--- src/rtl/card_compare.sv ---
// rtl/card_compare.sv - registered two-player card comparator with saturating outcome tallies
module card_compare #(
    parameter int CNT_W = 8
) (
    input  logic             clk,
    input  logic             rst,
    input  logic             in_valid,
    input  logic [3:0]       p1_handcard,
    input  logic [3:0]       p2_handcard,
    output logic [1:0]       matchresult,
    output logic             result_valid,
    output logic [CNT_W-1:0] p1_wins,
    output logic [CNT_W-1:0] p2_wins,
    output logic [CNT_W-1:0] draws
);

    localparam logic [1:0] RES_NONE = 2'b00;
    localparam logic [1:0] RES_DRAW = 2'b01;
    localparam logic [1:0] RES_P1   = 2'b10;
    localparam logic [1:0] RES_P2   = 2'b11;
    localparam logic [CNT_W-1:0] CNT_MAX = '1;

    logic [1:0]       r_matchresult;
    logic             r_result_valid;
    logic [CNT_W-1:0] r_p1_wins;
    logic [CNT_W-1:0] r_p2_wins;
    logic [CNT_W-1:0] r_draws;

    logic [1:0]       w_outcome;

    always_comb begin
        w_outcome = RES_DRAW;
        if (p1_handcard > p2_handcard) begin
            w_outcome = RES_P1;
        end else if (p1_handcard < p2_handcard) begin
            w_outcome = RES_P2;
        end
    end

    // Card values are only looked at under in_valid, so idle-cycle garbage never reaches state.
    always_ff @(posedge clk) begin
        if (rst) begin
            r_matchresult  <= RES_NONE;
            r_result_valid <= 1'b0;
            r_p1_wins      <= '0;
            r_p2_wins      <= '0;
            r_draws        <= '0;
        end else begin
            r_result_valid <= in_valid;
            if (in_valid) begin
                r_matchresult <= w_outcome;
                if (w_outcome == RES_P1 && r_p1_wins != CNT_MAX) begin
                    r_p1_wins <= r_p1_wins + 1'b1;
                end
                if (w_outcome == RES_P2 && r_p2_wins != CNT_MAX) begin
                    r_p2_wins <= r_p2_wins + 1'b1;
                end
                if (w_outcome == RES_DRAW && r_draws != CNT_MAX) begin
                    r_draws <= r_draws + 1'b1;
                end
            end
        end
    end

    assign matchresult  = r_matchresult;
    assign result_valid = r_result_valid;
    assign p1_wins      = r_p1_wins;
    assign p2_wins      = r_p2_wins;
    assign draws        = r_draws;

endmodule

--- config.mk ---
export PLATFORM = sky130hd
export DESIGN_NAME = card_compare
export DESIGN_NICKNAME = d
export VERILOG_FILES = /design/src/rtl/card_compare.sv
export SDC_FILE = /design/constraint.sdc
export NUM_CORES = 1
export LEC_CHECK = 0
export ABC_AREA = 1
export CAP_MARGIN = 5
export CORE_MARGIN = 2
export CORE_UTILIZATION = 30
export CTS_CLUSTER_DIAMETER = 200
export DETAILED_ROUTE_END_ITERATION = 6
export DONT_BUFFER_PORTS = 1
export PLACE_DENSITY_LB_ADDON = 0.2
export SLEW_MARGIN = 15
export SYNTH_ARGS = -nofsm -noshare
export SYNTH_HDL_FRONTEND = slang
export SYNTH_SLANG_ARGS = --single-unit
export TNS_END_PERCENT = 1
--- constraint.sdc ---
create_clock -name clk -period 2.9 [get_ports clk]
set_clock_uncertainty 0.1 [all_clocks]
set_input_delay 0.58 -clock clk [delete_from_list [all_inputs] [get_ports clk]]
set_output_delay 0.58 -clock clk [all_outputs]
set_load 0.02 [all_outputs]
# [Word level (Yosys, flattened, before mapping)]
# Index checks and enable logic that the tools add are counted.
[op_classes] eq_ne=6 mux=2 addsub=3 magnitude_cmp=2 n_reduce_logical=6
[ops] operator="$add 8x1->8 const B" n=3
[ops] operator="$ne 8x8->1 const B" n=3
[ops] operator="$reduce_and 2->1" n=3
[ops] operator="$eq 2x2->1 const B" n=2
[ops] operator="$gt 4x4->1" n=1
[ops] operator="$lt 4x4->1" n=1
[ops] operator="$mux 2" n=2
[ops] operator="$logic_and 1x1->1" n=3
[ops] operator="$eq 2x1->1 const B" n=1
[word_totals] in_bits=11 reg_bits=27 elab_cells=24 output_inout_bits=27

# [Longest topological paths before layout]
# Gate-level depths: netlist (run 1).
[depth] depth_word=6 ltp_mapped=12 depth_no_buf=12

# [Worst setup path before layout (run 1)]
# No wires, ideal clock.
[synth_path] kind="input to register" start="input p2_handcard[3]" end="register r_draws[3] (netlist: draws[3])" arrival_ps=1621 stages=10 path_slack_ps=1064 cell_sequence="inv_1 ha_1 nand2_2 inv_2 nand2_2 nand2_4 buf_4 nand4_1 o21ai_0 nor2_1"
[synth_between] elab_chain_len=6 word_cells_on_any_way=7 classes_between="order compare (2); eq/ne (1); mux (2); reduce/logical (2)"
[synth_rtl] item="start, declared" line="9" rtl="input logic [3:0] p2_handcard,"
[synth_rtl] item="$lt 4x4->1" line="35" rtl="end else if (p1_handcard < p2_handcard) begin"
[synth_rtl] item="$mux 2" line="35"
[synth_rtl] item="$mux 2 (*)" line="33" rtl="if (p1_handcard > p2_handcard) begin"
[synth_rtl] item="$eq 2x1->1 (*)" line="58" rtl="if (w_outcome == RES_DRAW && r_draws != CNT_MAX) begin"
[synth_rtl] item="$logic_and 1x1->1 (*)" line="58"
[synth_rtl] item="$reduce_and 2->1 (no line) (*)"
[synth_rtl] item="end signal, assigned" line="59" rtl="r_draws <= r_draws + 1'b1;"
[synth_rtl] item="end, declared" line="27" rtl="logic [CNT_W-1:0] r_draws;"
# Every way passes the cells marked *; elsewhere a longest branch is shown, timed or not.
# A chain may end at the register's enable or synchronous reset.

# [Worst setup path in the final report (run 1)]
[layout_path] start="register r_p2_wins[0] (netlist: p2_wins[0])" end="register r_p2_wins[5] (netlist: p2_wins[5])"
[layout_between] elab_chain_len=3 word_cells_on_any_way=4 classes_between="add/sub (1); eq/ne (1); reduce/logical (2)"
[layout_rtl] item="start, declared" line="26" rtl="logic [CNT_W-1:0] r_p2_wins;"
[layout_rtl] item="start signal, assigned" line="56" rtl="r_p2_wins <= r_p2_wins + 1'b1;"
[layout_rtl] item="parallel branches: the longest is 3 deep, another holds $add 8x1->8"
# Several ways; the timed one is not identified.

==> results of run 1 <==
## worst paths after layout
path,endpoint,cells after the start
setup / recovery,p2_wins[5],9
hold / removal,p2_wins[1],1
setup reg to reg,p2_wins[5],9
hold reg to reg,p2_wins[1],2
## sequential cells by signal, indices dropped and copies added (netlist names)
| signal | count |
|---|---|
| p1_wins | 8 |
| p2_wins | 8 |
| matchresult | 2 |
| draws | 8 |
| result_valid | 1 |
## layout make-up
class                   count  share of cell area, %
inverters                  44                   9.53
clock inverters             1                  0.433
multi-input cells         175                   51.4
flip-flops and latches     27                   31.2
clock buffers               3                   2.38
well taps                  70                   5.05
## cell families (layout without fill, tap and decap cells)
| kind of cell | count (synthesis) | after routing | share of synthesized area, % |
|---|---|---|---|
| flip-flops | 27 | 27 | 33.4 |
| buffers and inverters | 48 | 48 | 11.7 |
| adder cells (fa/ha/maj) | 7 | 7 | 5.41 |
| AND/OR/NAND/NOR | 146 | 146 | 41.3 |
| XOR/XNOR | 4 | 4 | 2.16 |
| AO/OA/AOI/OAI | 18 | 18 | 6.10 |
## power by group through the flow
stage               Clock, mW  Combinational (mW)  Sequential [mW]
global placement            0              0.0741            0.408
CTS                     0.237              0.0753            0.399
global route            0.251              0.0867            0.400
detailed placement          0              0.0750            0.407
floorplan                   0              0.0684            0.405
finish                  0.221              0.0737            0.398
## cells in the final DEF (no fill, tap or decap)
master / n
a21oi_1: 9
a21oi_2: 1
clkbuf_8: 3
clkinv_1: 1
clkinvlp_4: 1
dfxtp_1: 27
ha_1: 7
inv_1: 41
inv_2: 2
nand2_1: 63
nand2_2: 2
nand2_4: 2
nand3_1: 13
nand3_4: 1
nand3b_1: 2
nand4_1: 13
nor2_1: 44
nor2_4: 3
nor3_1: 2
nor3_2: 1
o211ai_1: 2
o21ai_0: 5
o21ai_1: 1
xnor2_1: 2
xor2_1: 2
## synthesized netlist by cell type
| master | instances |
|---|---|
| a21oi_1 | 9 |
| a21oi_2 | 1 |
| buf_2 | 1 |
| buf_4 | 2 |
| clkbuf_1 | 1 |
| clkinv_1 | 1 |
| dfxtp_1 | 27 |
| ha_1 | 7 |
| inv_1 | 41 |
| inv_2 | 2 |
| nand2_1 | 63 |
| nand2_2 | 2 |
| nand2_4 | 2 |
| nand3_1 | 13 |
| nand3_4 | 1 |
| nand3b_1 | 2 |
| nand4_1 | 13 |
| nor2_1 | 44 |
| nor2_4 | 3 |
| nor3_1 | 2 |
| nor3_2 | 1 |
| o211ai_1 | 2 |
| o21ai_0 | 5 |
| o21ai_1 | 1 |
| xnor2_1 | 2 |
| xor2_1 | 2 |
## stage by stage
stage	std cells	power (mW)	utilization (%)	cell area, um^2	hold slack [ns]
CTS	320	0.712	33.5	1730	0.239
global route	320	0.737	33.5	1730	0.232
global placement	316	0.482	32.6	1680	0.482
detailed placement	316	0.482	32.6	1680	0.483
floorplan	250	0.473	-	1620	0.462
finish	320	0.693	33.5	1730	0.253
## metal layers
layer | wire, um | share of wire [%]
met5 | 0 | 0
met4 | 42 | 1.2
met3 | 237 | 7.0
met2 | 1510 | 44
met1 | 1610 | 47
## critical path, stage by stage (launching register included)
cell and delay [ns]:
dfxtp_1 0.52, ha_1 0.24, nand2_1 0.06, inv_1 0.09, nand2_1 0.08, nor2_4 0.15
nand3_4 0.14, nand2_4 0.15, nand2_1 0.06, a21oi_1 0.14
==> impl_results.md, run 1 <==
- CTS tree: done
- Clk_lat worst skew: around 0.28 ns
- Library cells used by synthesis: 26
- Num CTS Buffers: 3
- Net Switching: 0.192 mW
- Power Density: 400 mW/mm^2
- Die ar.: 0.00600 mm^2
- Worst slew pin tran: 0.533 ns
- Logic pwr share: 10.6%
- Slew headroom: about 64%
- Post-synthesis instance total: 250
- Worst IR Drop VDD: 215 uV
- GR Layer Usage met1: 15.4%
- Post-route DRC: 0
- Via count: around 1.4k
- Fraction of final layout cells with drive strength greater than 1: 6.40%
- Met3 global-route usage: between 4 and 5%
- Chip width: 77.5 um
- Hold path startpoint: rst
- Slew Limit Fails: 0
- Placeable Area: 0.00517 mm^2
- R2R Path Start: p2_wins[0]
- # resized after CTS: 0
- Most utilized layer in the global route result: met2
- Critical Path RT: between 3 and 4 ns
- Number of fill cells: 569
- GR met2 Demand/Resource: 19.0%
- Sequential area share after synthesis: around 33%
- Area share of the largest cell type after synthesis: 33.4%
- Cell at the root of the clock tree: clkbuf_8
- Clock slew seen by the registers of the worst setup and hold paths: 0.10 ns
- Post-route worst setup slack: 1.10 ns
- Vias in the first global route: 1268
- Number of hold-repair buffers added at the cts stage: 0
- Mapped Nets: ~270
- Class of the most critical setup path: reg -> reg
- Tot GR Track Use: 12.2%
- Cell types with the largest area share after synthesis: dfxtp_1 (33%), nand2_1 (15%), nor2_1 (10%)
- Final total negative setup slack: 0 ns
- Area Growth Syn to Fin: 6.95%
- Cell area after technology mapping: 0.00162 mm^2
- Critical Path Source: p2_wins[0]
- Largest net degree at the start of global routing: 20
- Combined area of the multi-input logic cells: 891 um^2
- Initial DRC count: 90
- H-Tree Depth: 1
- Global placer's final weighted congestion: a little over 0.7
- Vias per inst: 4.42
- Switching power as a share of total power: 27.7%
- Cell type contributing the most total cell area after synthesis: dfxtp_1
- IO Pins: 38
- Sequential share of power: a little under three fifths
- Post-route ant nets: 0
- Die Span Y: 77.5 um
- Post-place setup slack: between 0.8 and 0.9 ns
- Number of sinks on the clock net: 27
- Endpoint class of the critical path: register
- Cell internal pwr: 0.501 mW
- Reported max-cap violation count: 0
- Initial standard-cell utilization of the core: 31.3%
- Routed WL per cell: between 10 and 15 um
- Setup fix buffers added after clock tree synthesis: 0
- GR Overflow Total: 0
- Post-route clock period utilization: 62.1%
- Site row count: 26
- Timing-limited maximum frequency: 0.555 GHz
- Initial antenna violation count: 0
- Final WL: 3400 um
- Final setup violation count: 0
- Type of the worst min-delay path: in -> reg
- Half-perimeter wire length after placement: approximately 2600 um
- Final hold violation count: 0
- Number of buffers on the longest clock path: 2
- Count of port buffers added during placement: 0
- Ys Warns: 0
- Antenna cell count: 0
- Max Fanout on Critical Path: 8
- Critical Path AT: approximately 1.9 ns
- R2R setup slack: around 1.1 ns
- Final nets: about 270
- Clock period minus final worst setup slack: 1.80 ns
- Router iterations before antenna repair: 4
- Number of storage elements in the synthesis netlist: 27
- Clock power share: 31.9%
- Unrepaired setup endpoints after global routing: no
- Static power due to leakage: between 0.7 and 0.8 nW
- Wire length of the first global-routing pass: 6050 um
- Sequential cell area: between 500 and 600 um^2
- Syn_area_per_cell: 6.48 um^2
- Status: finished clean
- Category of the worst setup path launch point: register
Note: power is estimated with default switching activity, not from simulation.
==> run 2, diff against run 1 <==
Clock period 2.9 ns to 1.5 ns, I/O delays scaled along.
==> impl_results.md, run 2 (same netlist as run 1, synthesis figures left out) <==
- Cell with the largest stage delay on the worst path: dfxtp_2 (was dfxtp_1)
- CP most frequent cell: nand2_2 (was nand2_1)
- Slew Limit Fails: 0 (unchanged)
- Category of the worst setup path launch point: register (unchanged)
- Crit path buffers/inverters: 2 (was 1)
- Placed cell count: 348 (was 316)
- Half-perimeter wire length after placement: 2840 um (was 2550 um)
- Die ar.: 0.00600 mm^2 (unchanged)
- IO Pins: 38 (unchanged)
- Global placer's final weighted congestion: 0.798 (was 0.727)
- Post-route worst setup slack: 0.0780 ns (was 1.10 ns)
- Post-route DRC: 0 (unchanged)
- Max Fanout on Critical Path: 6 (was 8)
- Delay-heaviest family, CP: simple AND/OR/NAND/NOR gates (unchanged)
- Unrepaired setup endpoints after global routing: yes (was no)
- Cell at the root of the clock tree: clkbuf_8 (unchanged)
- Final setup violation count: 0 (unchanged)
- Antenna cell count: 0 (unchanged)
- Path depth of the worst reg2reg path: 9 (unchanged)
- Post-route ant nets: 0 (unchanged)
- Die Span Y: 77.5 um (unchanged)
- Post-place setup slack: -0.162 ns (was 0.838 ns)
- Fraction of final layout cells with drive strength greater than 1: 23.8% (was 6.40%)
- Commonest cells after routing, fill and taps aside: nand2_1 (59), nor2_1 (44), inv_1 (39) (was nand2_1 (63), nor2_1 (44), inv_1 (41))
- Final WL: 3650 um (was 3400 um)
- CTS tree: done (unchanged)
- Final hold violation count: 0 (unchanged)
- Reported max-cap violation count: 0 (unchanged)
- Final nets: 305 (was 269)
- Power Density: 663 mW/mm^2 (was 400 mW/mm^2)
- R2R setup slack: 0.08 ns (was 1.10 ns)
- Clock period minus final worst setup slack: 1.42 ns (was 1.80 ns)
- R2R Path Start: p2_wins[1] (was p2_wins[0])
- Biggest cell delay along the critical path: 0.37 ns (was 0.52 ns)
- Worst IR Drop VDD: 507 uV (was 215 uV)
- Post-route insts no fill: 356 (was 320)
- Count of port buffers added during placement: 0 (unchanged)
- Worst slew pin tran: 0.361 ns (was 0.533 ns)
- Critical Path Source: p2_wins[1] (was p2_wins[0])
- Vias per inst: 4.33 (was 4.42)
- Via count: 1542 (was 1414)
- Status: finished clean (unchanged)
- H-Tree Depth: 1 (unchanged)
- Static power due to leakage: 0.957 nW (was 0.755 nW)
- Timing-limited maximum frequency: 0.703 GHz (was 0.555 GHz)
- Number of fill cells: 537 (was 569)
- Final total negative setup slack: 0 ns (unchanged)
- Vias in the first global route: 1416 (was 1268)
- Router iterations before antenna repair: 4 (unchanged)
- Num CTS Buffers: 3 (unchanged)
- Site row count: 26 (unchanged)
- Slew headroom: 75.9% (was 64.2%)
- Number of sinks on the clock net: 27 (unchanged)
- Endpoint class of the critical path: register (unchanged)
- Area Growth Syn to Fin: 30.7% (was 6.95%)
- Initial standard-cell utilization of the core: 31.3% (unchanged)
- Overall power consumption: 1.41 mW (was 0.693 mW)
- Post-route clock period utilization: 94.8% (was 62.1%)
- Class of the most critical setup path: reg -> reg (unchanged)
- Critical Path RT: 1.56 ns (was 3.02 ns)
- Initial DRC count: 55 (was 90)
- Critical Path AT: 1.48 ns (was 1.92 ns)
- Tot GR Track Use: 12.9% (was 12.2%)
- Chip width: 77.5 um (unchanged)
- Largest net degree at the start of global routing: 17 (was 20)
- Placeable Area: 0.00517 mm^2 (unchanged)
- Critical path depth: 9 (unchanged)
- Final Util: 41.0% (was 33.5%)
- List of cells traversed by the critical path: ha_4 -> nand2_2 -> inv_2 -> nand2_2 -> nor2_4 -> nand3_4 -> buf_6 -> nand3b_1 -> a21oi_1 (was ha_1 -> nand2_1 -> inv_1 -> nand2_1 -> nor2_4 -> nand3_4 -> nand2_4 -> nand2_1 -> a21oi_1)
- Capture point of the worst path: p2_wins[0] (was p2_wins[5])
- Clk_lat worst skew: 0.27 ns (was 0.28 ns)
- Number of buffers on the longest clock path: 2 (unchanged)
- Clock slew seen by the registers of the worst setup and hold paths: 0.10 ns (about the same)
- Most common cell after layout, fill and taps aside: nand2_1 (unchanged)
- Type of the worst min-delay path: in -> reg (unchanged)
- Initial antenna violation count: 0 (unchanged)
- Wire length of the first global-routing pass: 6420 um (was 6050 um)
- Reg-to-Reg End: p2_wins[0] (was p2_wins[5])
- Routed WL per cell: 10.2 um (was 10.6 um)
- GR Overflow Total: 0 (unchanged)
==> run 2: timing repair <==
item	in CTS	in global routing
endpoints found under the setup margin	2	16
endpoints found under the hold margin	8	0
hold buffers	1	0
pin swaps	2	11
setup buffers	1	2
resized for setup	3	13
==> run 2: per-stage QoR <==
step	cell area, um^2	hold slack, ns
CTS	2060	0.0560
global placement	1990	0.265
global route	2120	0.0748
floorplan	1660	0.407
finish	2120	0.0672
detailed placement	1990	0.268
==> run 2: per-layer routing <==
metal,share of wire [%],track usage [%],vias to the layer above
met1,47,16.9,653
met2,46,21.0,32
met4,0.63,2.68,0
met5,0,0,-
li1,-,-,855
met3,6.3,3.84,2
==> run 2: power breakdown <==
group | switching (mW) | leakage [nW] | internal [mW] | total, mW
logic | 0.135 | 0.715 | 0.0957 | 0.231
registers | 0.0186 | 0.221 | 0.735 | 0.753
clock network | 0.233 | 0.0217 | 0.188 | 0.421
total | 0.386 | 0.957 | 1.02 | 1.41
==> run 2: final cells by class <==
class	count	area (um^2)	area share, %
Multi-Input combinational cell	175	966	45.6
Timing Repair Buffer	36	305	14.4
Clock buffer	3	41.3	1.95
Sequential cell	27	546	25.8
Tap cell	70	87.6	4.13
Clock inverter	1	7.51	0.354
Inverter	44	165	7.80
==> run 2: how the worst min path moves through the flow <==
| stage | startpoint | endpoint | slack [ns] | depth (start not counted) |
|---|---|---|---|---|
| after global placement | rst | p2_wins[0] | 0.27 | 1 |
| after detailed placement | rst | p2_wins[1] | 0.27 | 1 |
| after global routing | in_valid | matchresult[0] | 0.07 | 2 |
| after floorplan | p2_wins[1] | p2_wins[1] | 0.41 | 2 |
| after CTS | in_valid | matchresult[0] | 0.06 | 2 |
| final | in_valid | matchresult[0] | 0.07 | 2 |
==> run 3, diff against run 2 <==
Settings changed: DONT_BUFFER_PORTS 1 to default, TNS_END_PERCENT 1 to default.
==> impl_results.md, run 3 (same netlist as run 1, synthesis figures left out) <==
- Post-route ant nets: 0 (unchanged)
- Count of port buffers added during placement: 37 (was 0)
- Global placer's final weighted congestion: 0.825 (was 0.798)
- Die ar.: 0.00600 mm^2 (unchanged)
- Die Span Y: 77.5 um (unchanged)
- Path depth of the worst reg2reg path: 9 (unchanged)
- Most common cell after layout, fill and taps aside: nand2_1 (unchanged)
- Reported max-cap violation count: 0 (unchanged)
- Category of the worst setup path launch point: input port (was register)
- Router iterations before antenna repair: 4 (unchanged)
- Slew Limit Fails: 0 (unchanged)
- Critical Path Source: p1_handcard[3] (was p2_wins[1])
- Clock period minus final worst setup slack: 1.50 ns (was 1.42 ns)
- Placeable Area: 0.00517 mm^2 (unchanged)
- Post-place setup slack: -0.585 ns (was -0.162 ns)
- Initial DRC count: 54 (was 55)
- Clock slew seen by the registers of the worst setup and hold paths: 0.10 ns (about the same)
- Post-route worst setup slack: 0.00106 ns (was 0.0780 ns)
- Initial antenna violation count: 0 (unchanged)
- Hold WS: 0.405 ns (was 0.0672 ns)
- Class of the most critical setup path: in -> reg (was reg -> reg)
- Largest net degree at the start of global routing: 15 (was 17)
- H-Tree Depth: 1 (unchanged)
- CTS tree: done (unchanged)
- Placed cell count: 372 (was 348)
- List of cells traversed by the critical path: clkbuf_2 -> ha_4 -> a21oi_4 -> nand2_8 -> nor2_4 -> nand3b_1 -> a21oi_2 (was ha_4 -> nand2_2 -> inv_2 -> nand2_2 -> nor2_4 -> nand3_4 -> buf_6 -> nand3b_1 -> a21oi_1)
- Final hold violation count: 0 (unchanged)
- Final setup violation count: 0 (unchanged)
- Vias in the first global route: 1593 (was 1416)
- Cell with the largest stage delay on the worst path: a21oi_4 (was dfxtp_2)
- Critical path depth: 7 (was 9)
- IO Pins: 38 (unchanged)
- Clk_lat worst skew: 0.28 ns (was 0.27 ns)
- Critical Path RT: 1.61 ns (was 1.56 ns)
- Antenna cell count: 0 (unchanged)
- Hold depth: 2 (unchanged)
- Biggest cell delay along the critical path: 0.27 ns (was 0.37 ns)
- Vias per inst: 4.47 (was 4.33)
- Number of fill cells: 542 (was 537)
- Static power due to leakage: 1.21 nW (was 0.957 nW)
- Max Fanout on Critical Path: 5 (was 6)
- Worst IR Drop VDD: 461 uV (was 507 uV)
- Number of sinks on the clock net: 27 (unchanged)
- Final WL: 4160 um (was 3650 um)
- Critical Path AT: 1.61 ns (was 1.48 ns)
- Commonest cells after routing, fill and taps aside: nand2_1 (49), nor2_1 (41), inv_1 (35) (was nand2_1 (59), nor2_1 (44), inv_1 (39))
- Status: finished clean (unchanged)
- Final Util: 49.4% (was 41.0%)
- Number of buffers on the longest clock path: 2 (unchanged)
- Delay-heaviest family, CP: simple AND/OR/NAND/NOR gates (unchanged)
- Cell at the root of the clock tree: clkbuf_8 (unchanged)
- Post-route clock period utilization: 99.9% (was 94.8%)
- Final nets: 338 (was 305)
- Via count: 1738 (was 1542)
- Crit path buffers/inverters: 1 (was 2)
- Unrepaired setup endpoints after global routing: yes (unchanged)
- Post-route DRC: 0 (unchanged)
- Timing-limited maximum frequency: 0.667 GHz (was 0.703 GHz)
- Endpoint class of the critical path: register (unchanged)
- Tot GR Track Use: 14.3% (was 12.9%)
- Initial standard-cell utilization of the core: 31.3% (unchanged)
- Area Growth Syn to Fin: 57.7% (was 30.7%)
- Slew headroom: 81.5% (was 75.9%)
- Num CTS Buffers: 3 (unchanged)
- Chip width: 77.5 um (unchanged)
- Wire length of the first global-routing pass: 7110 um (was 6420 um)
- R2R Path Start: p2_wins[1] (unchanged)
- Post-route insts no fill: 389 (was 356)
- Hold path startpoint: matchresult[0] (was in_valid)
- Worst slew pin tran: 0.277 ns (was 0.361 ns)
- Power Density: 597 mW/mm^2 (was 663 mW/mm^2)
- Type of the worst min-delay path: reg -> reg (was in -> reg)
- Half-perimeter wire length after placement: 2880 um (was 2840 um)
- GR Overflow Total: 0 (unchanged)
- Fraction of final layout cells with drive strength greater than 1: 32.3% (was 23.8%)
- Site row count: 26 (unchanged)
- Routed WL per cell: 10.7 um (was 10.2 um)
==> run 3: changes by cell type in the layout (fill, tap and decap cells not counted), sizes merged <==
| cell | delta |
|---|---|
| clkdlybuf4s50 | +1 |
| dlymetal6s2s | +1 |
| clkdlybuf4s15 | +4 |
| buf | -5 |
| clkinvlp | -1 |
| dlygate4sd2 | +25 |
| nand2 | +1 |
| clkbuf | +7 |
| dlygate4sd3 | -1 |
| nor2 | +1 |
==> run 3: tightest hold or removal path: cells and delay by family (launching register included) <==
kind / cells / cell delay [ns]
flip-flops: 1 / 0.33
AO/OA/AOI/OAI: 1 / 0.09
buffers and inverters: 1 / 0.05
==> run 3: report_power, final <==
group / internal, mW / switching [mW] / leakage, nW
clock network: 0.191 / 0.244 / 0.0228
logic: 0.152 / 0.191 / 0.963
registers: 0.731 / 0.0151 / 0.223
==> run 3: layout make-up <==
class / instances / area [um^2] / share of cell area [%]
clock buffers: 4 / 45.0 / 1.76
repair buffers: 67 / 564 / 22.1
multi-input cells: 177 / 1130 / 44.3
inverters: 44 / 168 / 6.56
flip-flops and latches: 27 / 559 / 21.9
well taps: 70 / 87.6 / 3.43
==> run 3: timing repair <==
| action | CTS | global route |
|---|---|---|
| setup endpoints to repair | 53 | 26 |
| cloned | 2 | 0 |
| resized for setup | 60 | 52 |
| setup buffers | 6 | 6 |
| hold buffers | 0 | 0 |
| pin swaps | 22 | 30 |
==> run 3: through the flow <==
stage          power (mW)  TNS [ns]  instance area [um^2]
6_report             1.52         0                  2550
2_1_floorplan       0.940         0                  1680
3_3_place_gp         1.06    -13.35                  2270
4_1_cts              1.52   -0.0533                  2410
3_5_place_dp         1.06    -13.58                  2270
5_1_grt              1.60    -0.188                  2550
==> run 3: worst paths after layout <==
| check | slack (ns) | end |
|---|---|---|
| hold reg to reg | 0.40 | matchresult[0] |
| hold / removal | 0.40 | matchresult[0] |
| setup / recovery | 0.001 | p2_wins[0] |
| setup reg to reg | 0.04 | p2_wins[0] |
==> run 3: metal layers <==
metal  vias up  track usage, %  share of wire [%]
met5         -               0                  0
met4         0            3.75               0.79
met3         4            2.91                3.3
met2        23            24.0                 48
met1       781            18.6                 48
li1        930               -                  -
==> variant, RTL diff (settings of run 2) <==
Put one more register stage on the output `p2_wins`, with the module's reset. The value now appears one clock later. The other outputs are not delayed to match.
--- a/src/rtl/card_compare.sv
+++ b/src/rtl/card_compare.sv
@@ -67,3 +67,9 @@
     assign p1_wins      = r_p1_wins;
-    assign p2_wins      = r_p2_wins;
+    always_ff @(posedge clk) begin
+        if (rst) begin
+            p2_wins <= '0;
+        end else begin
+            p2_wins <= r_p2_wins;
+        end
+    end
     assign draws        = r_draws;
Behaviour: not the same (Yosys sat finds a counterexample within 4 cycles, from zero or initial values and one cycle with rst high).
==> variant against run 2 <==
Non-clock buffer count fell by 2. Final area rose by 11%. Count of clock-buffer cells in the layout rose by 2. Routed wire length rose by 7.0%. Sequential cell count rose by 8. Worst setup slack improved by 0.0025 ns. Cell count rose by 5.6%. Clock power rose by 100%. Area after synthesis rose by 14%. Largest cell class unchanged. Synthesized cell count rose by 6.0%. Power rose by 47%.
==> variant: results (changes against run 2) <==
Overall via count from detail_route: 1641 (was 1542)
Max FO, Critical Path: 7 (was 6)
Cell Area, Placed: 2170 µm² (was 1990 µm²)
Post-CTS setup buffers: 0 (was 1)
Pre-CTS setup slack: -0.204 ns (was -0.162 ns)
Max stage delay on crit path: 0.33 ns (was 0.37 ns)
Placed Cells: 367 (was 348)
Total combinational power: 237 µW (was 231 µW)
Vias in the first global route: 1493 (was 1416)
M1 wire length: 1.89 mm (was 1.72 mm)
Nets@finish: 318 (was 305)
IR drop worst, VDD: 0.384 mV (was 0.507 mV)
Ranking of synthesized cells by area: dfxtp_1 (38%), nand2_1 (11%), nor2_1 (11%) (was dfxtp_1 (33%), nand2_1 (15%), nor2_1 (10%))
Mapped Nets: 283 (was 268)
Met3 routed WL: 235 µm (was 228 µm)
Cts repair resizes: 1 (was 3)
Outcome: finished, final reports clean (unchanged)
Largest net degree at the start of global routing: 14 (was 17)
Met2 WL: 1.75 mm (was 1.67 mm)
Routed wire length per instance: 10.4 µm (was 10.2 µm)
Power Clock: 856 µW (was 421 µW)
Leak: 0.00105 µW (was 0.000957 µW)
Worst Path Arrival: 1.50 ns (was 1.48 ns)
Met2 usage: 0.203 (was 0.210)
GRT Overall Usage: 0.128 (was 0.129)
Met1 usage: 0.163 (was 0.169)
Worst-Skew Late Latency: 0.29 ns (was 0.27 ns)
Worst slew pin tran: 0.419 ns (was 0.361 ns)
Seq/Total Area, Yosys: 0.378 (was 0.334)
Number of library cell types mapped by synthesis: 30 (was 26)
==> variant: area by class of cell <==
cell class                      instances  area [µm²]  share of cell area
Clock buffer                            5        68.8              0.0293
Clock inverter                          3        43.8              0.0187
Inverter                               49         184              0.0784
Multi-Input combinational cell        175         978               0.417
Sequential cell                        35         707               0.301
Tap cell                               75        93.8              0.0400
Timing Repair Buffer                   34         270               0.115
==> variant: per-stage QoR <==
stage               total power [µW]  hold slack, ns
finish                          2070          0.0573
global route                    2180          0.0534
CTS                             2100          0.0457
detailed placement              1230           0.273
global placement                1220           0.273
floorplan                       1180           0.269
==> variant: cell families after synthesis <==
kind of cell,share of synthesized area
fa+ha+maj,0.0473
buf+inv,0.129
compound gates,0.0763
xor+xnor,0.00946
flops,0.378
simple gates,0.359
==> variant: final timing paths <==
path,start,to,slack [ns],cells past startpoint
setup / recovery,draws[0],draws[2],0.08,7
hold / removal,in_valid,matchresult[1],0.06,2
setup reg to reg,draws[0],draws[2],0.08,7
hold reg to reg,r_p2_wins[4],r_p2_wins[4],0.38,2
